File: src/rtl/rvcpu_mem_pkg.sv
`default_nettype none
// ============================================================================
// rvcpu_mem_pkg : shared types and constants for the memory-access stages
// Rev 1.0
// ============================================================================
package rvcpu_mem_pkg;

    typedef enum logic [1:0] {
        BYTE   = 2'b00,
        HALF   = 2'b01,
        WORD   = 2'b10,
        DOUBLE = 2'b11
    } mem_size_e;

    typedef enum logic [1:0] {
        IDLE = 2'b00,
        REQ  = 2'b01,
        HOLD = 2'b10
    } memp_state_e;

    localparam logic [63:0] c_DRAM_BASE = 64'h0000_0000_8000_0000;
    localparam logic [63:0] c_DRAM_SIZE = 64'h0000_0000_0800_0000;

    // Control/data fields that travel with an instruction into stage 8
    typedef struct packed {
        logic [63:0] pc;
        logic [1:0]  rf_wr_sel;
        logic        rf_wr_en;
        logic [63:0] alu_result;
        logic [4:0]  rd;
    } memp_bundle_t;

endpackage
`default_nettype wire

File: src/rtl/pipeline_memp_stage7_store_align.sv
`default_nettype none
// ============================================================================
// store_align : byte-lane mask, lane-shifted data and misalignment detection
// Rev 1.0
// ============================================================================
module store_align
    import rvcpu_mem_pkg::*;
(
    input  logic [2:0]  addr_lo,
    input  mem_size_e   size,
    input  logic [63:0] data,
    output logic [7:0]  wmask,
    output logic [63:0] wdata,
    output logic        misalign
);

    always_comb begin
        wmask    = 8'h00;
        misalign = 1'b0;
        case (size)
            BYTE: begin
                wmask = 8'h01 << addr_lo;
            end
            HALF: begin
                wmask    = 8'h03 << addr_lo;
                misalign = addr_lo[0];
            end
            WORD: begin
                wmask    = 8'h0F << addr_lo;
                misalign = |addr_lo[1:0];
            end
            DOUBLE: begin
                wmask    = 8'hFF;
                misalign = |addr_lo;
            end
            default: begin
                wmask    = 8'h00;
                misalign = 1'b0;
            end
        endcase
    end

    assign wdata = data << {addr_lo, 3'b000};

endmodule
`default_nettype wire

File: src/rtl/pipeline_memp_stage7.sv
`default_nettype none
// ============================================================================
// pipeline_memp_stage7 : memory-prepare stage (address decode, store align,
// DRAM req/ack issue, system-bus strobes, stage-8 bundle register). Rev 1.0
// ============================================================================
module pipeline_memp_stage7
    import rvcpu_mem_pkg::*;
#(
    parameter logic [63:0] DRAM_BASE = c_DRAM_BASE,
    parameter logic [63:0] DRAM_SIZE = c_DRAM_SIZE
)(
    input  logic        clk,
    input  logic        reset,
    input  logic        stall,
    input  logic [63:0] pc_MEM,
    input  logic [1:0]  rf_wr_sel_MEM,
    input  logic        rf_wr_en_MEM,
    input  logic [63:0] alu_result_MEM,
    input  logic [4:0]  rd_MEM,
    input  logic        mem_rd_en_MEM,
    input  logic        mem_wr_en_MEM,
    input  logic [1:0]  mem_size_MEM,
    input  logic [63:0] store_data_MEM,
    output logic        dram_req,
    output logic        dram_we,
    output logic [63:0] dram_addr,
    output logic [63:0] dram_wdata,
    output logic [7:0]  dram_wmask,
    input  logic        dram_ack,
    output logic        sys_bus_re,
    output logic        sys_bus_we,
    output logic [63:0] sys_bus_addr,
    output logic [63:0] sys_bus_wdata,
    output logic [7:0]  sys_bus_wmask,
    output logic        stall_req,
    output logic        misalign_MEMP,
    output logic        is_dram_MEMP,
    output logic [63:0] pc_MEMP,
    output logic [1:0]  rf_wr_sel_MEMP,
    output logic        rf_wr_en_MEMP,
    output logic [63:0] alu_result_MEMP,
    output logic [4:0]  rd_MEMP
);

    localparam logic [63:0] c_DRAM_END = DRAM_BASE + DRAM_SIZE;

    memp_state_e  r_state;
    memp_bundle_t r_pend;
    memp_bundle_t r_out;
    logic         r_misalign;
    logic         r_is_dram;
    logic         r_dram_req;
    logic         r_dram_we;
    logic [63:0]  r_dram_addr;
    logic [63:0]  r_dram_wdata;
    logic [7:0]   r_dram_wmask;

    logic [7:0]   w_wmask;
    logic [63:0]  w_wdata;
    logic         w_mis_raw;
    logic         w_acc;
    logic         w_in_dram;
    logic         w_misalign;
    logic         w_idle_go;
    logic         w_dram_issue;
    logic         w_sys_go;
    memp_bundle_t w_in_bundle;
    memp_bundle_t w_pass_bundle;

    store_align u_store_align (
        .addr_lo  (alu_result_MEM[2:0]),
        .size     (mem_size_e'(mem_size_MEM)),
        .data     (store_data_MEM),
        .wmask    (w_wmask),
        .wdata    (w_wdata),
        .misalign (w_mis_raw)
    );

    assign w_acc        = mem_rd_en_MEM | mem_wr_en_MEM;
    assign w_in_dram    = (alu_result_MEM >= DRAM_BASE) && (alu_result_MEM < c_DRAM_END);
    assign w_misalign   = w_acc & w_mis_raw;
    assign w_idle_go    = (r_state == IDLE) & ~stall;
    assign w_dram_issue = w_idle_go & w_acc & w_in_dram & ~w_misalign;
    assign w_sys_go     = w_idle_go & w_acc & ~w_in_dram & ~w_misalign;

    assign w_in_bundle = '{pc:         pc_MEM,
                           rf_wr_sel:  rf_wr_sel_MEM,
                           rf_wr_en:   rf_wr_en_MEM,
                           alu_result: alu_result_MEM,
                           rd:         rd_MEM};

    // A faulting access must not write back
    always_comb begin
        w_pass_bundle          = w_in_bundle;
        w_pass_bundle.rf_wr_en = rf_wr_en_MEM & ~w_misalign;
    end

    assign sys_bus_re    = w_sys_go & mem_rd_en_MEM;
    assign sys_bus_we    = w_sys_go & mem_wr_en_MEM;
    assign sys_bus_addr  = w_sys_go ? alu_result_MEM : 64'd0;
    assign sys_bus_wdata = w_sys_go ? w_wdata : 64'd0;
    assign sys_bus_wmask = w_sys_go ? w_wmask : 8'h00;

    assign stall_req = (r_state == REQ) | (r_state == HOLD) | w_dram_issue;

    always_ff @(posedge clk or negedge reset) begin
        if (!reset) begin
            r_state      <= IDLE;
            r_pend       <= '0;
            r_out        <= '0;
            r_misalign   <= 1'b0;
            r_is_dram    <= 1'b0;
            r_dram_req   <= 1'b0;
            r_dram_we    <= 1'b0;
            r_dram_addr  <= 64'd0;
            r_dram_wdata <= 64'd0;
            r_dram_wmask <= 8'h00;
        end else begin
            case (r_state)
                IDLE: begin
                    if (w_dram_issue) begin
                        r_state      <= REQ;
                        r_dram_req   <= 1'b1;
                        r_dram_we    <= mem_wr_en_MEM;
                        r_dram_addr  <= {alu_result_MEM[63:3], 3'b000};
                        r_dram_wdata <= w_wdata;
                        r_dram_wmask <= w_wmask;
                        r_pend       <= w_in_bundle;
                        // Bubble now so the previous instruction is not re-consumed
                        r_out        <= '0;
                        r_misalign   <= 1'b0;
                        r_is_dram    <= 1'b0;
                    end else if (!stall) begin
                        r_out        <= w_pass_bundle;
                        r_misalign   <= w_misalign;
                        r_is_dram    <= 1'b0;
                    end
                end
                REQ: begin
                    if (dram_ack) begin
                        r_dram_req <= 1'b0;
                        if (!stall) begin
                            r_out      <= r_pend;
                            r_misalign <= 1'b0;
                            r_is_dram  <= 1'b1;
                            r_state    <= IDLE;
                        end else begin
                            r_state    <= HOLD;
                        end
                    end else if (!stall) begin
                        r_out      <= '0;
                        r_misalign <= 1'b0;
                        r_is_dram  <= 1'b0;
                    end
                end
                HOLD: begin
                    if (!stall) begin
                        r_out      <= r_pend;
                        r_misalign <= 1'b0;
                        r_is_dram  <= 1'b1;
                        r_state    <= IDLE;
                    end
                end
                default: begin
                    r_state    <= IDLE;
                    r_dram_req <= 1'b0;
                end
            endcase
        end
    end

    assign dram_req        = r_dram_req;
    assign dram_we         = r_dram_we;
    assign dram_addr       = r_dram_addr;
    assign dram_wdata      = r_dram_wdata;
    assign dram_wmask      = r_dram_wmask;
    assign misalign_MEMP   = r_misalign;
    assign is_dram_MEMP    = r_is_dram;
    assign pc_MEMP         = r_out.pc;
    assign rf_wr_sel_MEMP  = r_out.rf_wr_sel;
    assign rf_wr_en_MEMP   = r_out.rf_wr_en;
    assign alu_result_MEMP = r_out.alu_result;
    assign rd_MEMP         = r_out.rd;

endmodule
`default_nettype wire

File: config.mk
export PLATFORM = sky130hd
export DESIGN_NAME = pipeline_memp_stage7
export DESIGN_NICKNAME = d
export VERILOG_FILES = /design/src/rtl/rvcpu_mem_pkg.sv /design/src/rtl/pipeline_memp_stage7_store_align.sv /design/src/rtl/pipeline_memp_stage7.sv
export SDC_FILE = /design/constraint.sdc
export NUM_CORES = 1
export LEC_CHECK = 0
export BUFFER_PORTS_ARGS = -buffer_cell sky130_fd_sc_hd__buf_2
export CORE_AREA = 2 2 242 244
export DETAILED_ROUTE_END_ITERATION = 6
export DIE_AREA = 0 0 244 246
export PLACE_DENSITY = 0.52
export SYNTH_ARGS = -nofsm -noshare
export SYNTH_HDL_FRONTEND = slang
export SYNTH_SLANG_ARGS = --single-unit
File: constraint.sdc
create_clock -name clk -period 5.29 [get_ports clk]
set_clock_uncertainty 0.1 [all_clocks]
set_input_delay 0.7935 -clock clk [delete_from_list [all_inputs] [get_ports clk]]
set_output_delay 0.7935 -clock clk [all_outputs]
set_load 0.1 [all_outputs]
# --- Word level (Yosys, flattened, before mapping) ---
# Index checks and enable logic that the tools add are counted.
totals:
  ff_bits: 411
  inputBits: 208
  word_cells: 93
op_classes:
  magnitude_cmp: 2
  eq_ne: 11
  n_shift: 4
  mux: 28
  bitwise_logic: 17
  n_reduce_logical: 13
ops:
  columns: ["cell", "count"]
  rows:
  - ["two-way mux 136 bit", 5]
  - ["one-hot mux 136 bit (3 select lines)", 1]
  - ["two-way mux 64 bit", 2]
  - [">= comparator 64 x 32 -> 1 bit, second input constant", 1]
  - ["< comparator 64 x 32 -> 1 bit, second input constant", 1]
  - ["left shift 64 x 6 -> 64 bit", 1]
  - ["one-hot mux 8 bit (4 select lines)", 1]
  - ["AND reduction 3 bit", 4]
  - ["AND 1 bit", 10]
  - ["two-way mux 1 bit", 9]
  - ["one-hot mux 1 bit (3 select lines)", 3]
  - ["two-way mux 2 bit", 4]
  - ["two-way mux 8 bit", 1]
  - ["inequality test 2 bit, second input constant", 4]
  - ["left shift 1 x 3 -> 8 bit, first input constant", 1]
  - ["left shift 2 x 3 -> 8 bit, first input constant", 1]
  - ["left shift 4 x 3 -> 8 bit, first input constant", 1]
  - ["equality test 2 bit, second input constant", 3]
  - ["inequality test 3 bit, second input constant", 2]
  - ["one-hot mux 2 bit (3 select lines)", 1]
  - ["equality test 2 x 1 -> 1 bit, second input constant", 2]
  - ["logical NOT 2 bit", 2]
  - ["inverter 1 bit", 4]
  - ["OR reduction 2 bit", 2]
  - ["other kinds (7)", 9]

# --- Depth between registers and ports, before layout ---
depth:
  word_depth: 8
  ltp_mapped: 11
  depth_no_buf: 7

# --- By module ---
# A second synthesis with hierarchy kept.
unflattened:
  cells_unflattened: 1447
  area_unflattened_um2: 17367.9
modules_own_cells:
  columns: ["mod", "instances", "cells_each", "area_per_inst_um2", "seq_area_each_um2"]
  rows:
  - ["pipeline_memp_stage7", 1, 1184, 15300.9, 8758.4]
  - ["store_align", 1, 263, 2067.0, 0.0]

# --- Worst setup path after synthesis ---
# OpenSTA, ideal clock, no wires.
synth_timing:
  path_type: "input -> output"
  from: "input port mem_size_MEM[0]"
  to: "output port sys_bus_wdata[15]"
  arrival_ns: 4.050
  setup_slack_ns: 0.347
  stages: 8
  path_cell_list: "ha_1 buf_2 a211oi_2 nor4_4 nor2_1 nand2b_1 clkbuf_1 nor3_1"
synth_between:
  elab_chain_cells: 6
  word_cells_on_any_way: 8
  cone_classes: "eq/ne (3); mux (2); bitwise (3)"
synth_rtl:
  columns: ["item", "line", "text"]
  rows:
  - ["from (decl)", "pipeline_memp_stage7.sv:22", "input logic [1:0] mem_size_MEM,"]
  - ["equality test 2 bit or equality test 2 x 1 -> 1 bit (tied branches)", "pipeline_memp_stage7_store_align.sv:20", "case (size)"]
  - ["one-hot mux 1 bit (3 select lines) (*)", "pipeline_memp_stage7_store_align.sv:20", null]
  - ["AND 1 bit (*)", "pipeline_memp_stage7.sv:81", "assign w_misalign = w_acc & w_mis_raw;"]
  - ["inverter 1 bit (*)", "pipeline_memp_stage7.sv:84", "assign w_sys_go = w_idle_go & w_acc & ~w_in_dram & ~w_misalign;"]
  - ["AND 1 bit (*)", "pipeline_memp_stage7.sv:84", null]
  - ["two-way mux 64 bit (*)", "pipeline_memp_stage7.sv:101", "assign sys_bus_wdata = w_sys_go ? w_wdata : 64'd0;"]
  - ["to (decl)", "pipeline_memp_stage7.sv:33", "output logic [63:0] sys_bus_wdata,"]
# Mark *: on every way between the ends. The rest lies on a longest branch, timed or not.

# --- Worst setup path after layout ---
layout_timing:
  from: "input port alu_result_MEM[0]"
  to: "output port sys_bus_wdata[61]"
layout_between:
  elab_chain_cells: 6
  word_cells_on_any_way: 13
  cone_classes: "order compare (2); shift (1); mux (2); bitwise (5); reduce/logical (3)"
layout_rtl:
  columns: ["item", "line", "text"]
  rows:
  - ["from (decl)", "pipeline_memp_stage7.sv:18", "input logic [63:0] alu_result_MEM,"]
  - [">= comparator 64 x 32 -> 1 bit, or another cell as far along", "pipeline_memp_stage7.sv:80", "assign w_in_dram = (alu_result_MEM >= DRAM_BASE) && (alu_result_MEM < c_DRAM_END);"]
  - ["logical AND 1 bit or one-hot mux 1 bit (3 select lines) (tied branches)", "pipeline_memp_stage7.sv:80, pipeline_memp_stage7_store_align.sv:20", null]
  - ["inverter 1 bit or AND 1 bit (tied branches)", "pipeline_memp_stage7.sv:84, pipeline_memp_stage7.sv:81", null]
  - ["AND 1 bit or inverter 1 bit (tied branches)", "pipeline_memp_stage7.sv:84", null]
  - ["AND 1 bit", "pipeline_memp_stage7.sv:84", null]
  - ["two-way mux 64 bit (*)", "pipeline_memp_stage7.sv:101", null]
# Marked as above.

==> out/summary.txt <==
worst-skew pair later-pin latency: 560 ps
CP Cell Sequence: buf_4 > buf_4 > mux2_2 > o21ai_0 > o21a_1 > nor2_1 > buf_2
sequential share of power: 37.3%
Crit Path Class: input port to primary output
starting density of the core: 29.5%
Die ar.: 60000 µm²
slowest stage cell on the critical path: o21ai_0
CTS tree: done
worst r2r dst: alu_result_MEMP[58]
first-pass GRT wire length: 96200 µm
sw frac: 37.1%
mapped cell area: 16900 µm²
f_max: 0.232 GHz
PortBufs: 619
CP max FO: 58
Tmin final: 4310 ps
Arr. time, crit path: 3410 ps
Slew HR: 22.2%
DRT antenna net count: 0
routed vias: 15338
Die W: 244 µm
P&R area growth vs syn: 30.5%
vias in the first global route: 14957
share of post-route cells with drive strength above 1: 33.0%
die height: 246 µm
largest net degree at the start of global routing: 212
clk buf depth: 3
most frequent cells in the layout: 577 x buf_2, 415 x nand2_1, 350 x dfrtp_1
fin worst setup slack: 985 ps
status: completed
register area share after synthesis: 51.8%
synth unique cells: 45
Final TNS setup: 0 ps
Root Driver: clkbuf_16
reg2reg setup slack: 2360 ps
final worst-path cycle share: 81.4%
Worst setup SP type: input port
number of vias per cell: 5.10
count of yosys warnings during synthesis: 0
Most common cell on crit path: buf_4
Crit. End Element: primary output
Final nets: 2418
Clk pwr share: 36.4%
TritonCTS buffer count: 41
H-tree depth: 2
R2R Path Start: r_state[0]
RSZ-0062 raised after global routing: false
Primary FF master, synth: dfrtp_1
pwr/cell area: 344 nW/µm²
Resized cells post-CTS: 0
Crit path largest cell delay: 640 ps
setup violators final: 0
commonest non-fill, non-tap cell in the layout: buf_2
Syn Inst Count: 1730
ys async rst share: 100%
Combinational Power Share: 26.3%
worst slack, placed: 1030 ps
postcts setup bufs: 0
net switching power: 0.00282 W
mean area per synthesized cell: 9.78 µm²
Pint: 0.00477 W
Reg2Reg Depth: 6
fin. max-slew vios: 0
WL/cell: 21.6 µm
routability cong.: 0.875
# Max-Cap Violations: 0
clk slew on worst S/H paths: 60 ps
Post-DP HPWL: 45200 µm
Iter 0 DRT Violations: 1063
Max VDD drop: 227 µV
GR Overflow Total: 0
initial antenna violation count: 18
final hold vios: 0
io pins: 623
leakage power total: 12.0 nW
hold buffer count at CTS: 0
Pre-Repair DR Iteration Count: 5
# DRC: 0
routed wire length: 64900 µm
Post-synth EDFFs: 0
worst slew pin tran: 1170 ps
Synth Register Bits: 350
core area: 57400 µm²
Core Rows: 88
All-Layer GR Usage: 20.7%
Num Clock Sinks: 350
min-delay worst type: input port to asynchronous set/reset pin
worst path required time: 4400 ps
## flip-flops by register name, indices dropped and copies added, names as in the netlist, 2 cells and up
register / flops
r_pend: 136
rf_wr_sel_MEMP: 2
rd_MEMP: 5
alu_result_MEMP: 64
pc_MEMP: 64
dram_wdata: 64
r_state: 2
dram_wmask: 8
## metrics by stage
| step | instance area [µm²] | hold WS (ps) | power, W | instances | utilization [%] |
|---|---|---|---|---|---|
| after global placement | 20800 | 340 | 0.00487 | 2923 | 36.2 |
| after CTS | 22000 | 73.9 | 0.00768 | 2995 | 38.4 |
| after global routing | 22100 | 78.7 | 0.00786 | 3005 | 38.5 |
| after floorplan | 16900 | 330 | 0.00431 | 1732 | - |
| after detailed placement | 20800 | 347 | 0.00488 | 2923 | 36.2 |
| final | 22100 | 71.7 | 0.00759 | 3008 | 38.5 |
## layout make-up
| class | count | area [µm²] |
|---|---|---|
| diodes | 13 | 32.5 |
| clock buffers | 61 | 1150 |
| clock inverters | 11 | 133 |
| fillers | 5821 | 35300 |
| inverters | 7 | 26.3 |
| multi-input cells | 1160 | 7060 |
| flip-flops and latches | 350 | 8760 |
| well taps | 765 | 957 |
| repair buffers | 641 | 3950 |
## power groups by stage
stage | registers [W] | logic (W) | clock network, W
after floorplan | 0.00357 | 0.000748 | 0
after global placement | 0.00288 | 0.00199 | 0
after detailed placement | 0.00288 | 0.00200 | 0
after CTS | 0.00283 | 0.00200 | 0.00285
after global routing | 0.00284 | 0.00206 | 0.00296
final | 0.00283 | 0.00199 | 0.00276
## how the worst max path moves through the flow
stage	startpoint	end	slack [ps]	depth (start not counted)
finish	alu_result_MEM[0]	sys_bus_wdata[61]	980	7
CTS	alu_result_MEM[1]	sys_bus_wdata[33]	1020	8
global placement	alu_result_MEM[0]	sys_bus_wdata[61]	1070	7
global route	alu_result_MEM[1]	sys_bus_wdata[36]	780	8
floorplan	mem_size_MEM[0]	sys_bus_wdata[15]	350	8
detailed placement	alu_result_MEM[0]	sys_bus_wdata[61]	1030	7
## metal layers
| layer | global-route usage, % | vias up | routed length (µm) |
|---|---|---|---|
| li1 | - | 6944 | - |
| met1 | 26.3 | 7681 | 26600 |
| met2 | 34.7 | 592 | 31800 |
| met3 | 4.58 | 115 | 4450 |
| met4 | 7.28 | 6 | 2040 |
| met5 | 0 | - | 34 |
## cell families after synthesis
logic type | Yosys count | share of synthesized area, %
buffers and inverters | 222 | 6.78
other | 1 | 0.0222
muxes | 56 | 4.56
AOI/OAI and AO/OA | 285 | 13.5
and+or+nand+nor | 807 | 22.7
DFF | 350 | 51.8
adders and majority gates | 9 | 0.666
## synth_stat cells, types with 2 or more instances
master    number  area [µm²]
o22a_1         9        78.8
o21ai_1       42         210
mux4_2        16         360
buf_4         65         488
a21o_1         2        15.0
nand2_1      416        1560
nor2b_1       13        81.3
buf_6          6        67.6
or2_2          2        12.5
inv_1          7        26.3
a211oi_1      17         128
nand3_1       17        85.1
dfrtp_1      350        8760
nor2_1        60         225
mux2i_1       32         320
a21oi_1       24         120
nor4_1         8        50.1
buf_1          7        26.3
buf_2         19        95.1
nand4_1        3        18.8
clkbuf_1     118         443
and2_1       102         638
o22ai_1        2        12.5
o21a_1        10        75.1
o31ai_1       16         120
ha_1           9         113
o21ai_0       21         105
and3_1       152         951
nand2b_1       5        31.3
mux2_2         8        90.1
nor3_1        23         115
a221o_1      136        1360
## critical path: cells and delay by family
family | cells | cell delay (ps)
muxes | 1 | 380
and+or+nand+nor | 1 | 50
AOI/OAI and AO/OA | 2 | 870
buffers and inverters | 3 | 1270
Power figures use the tool's default switching activity.
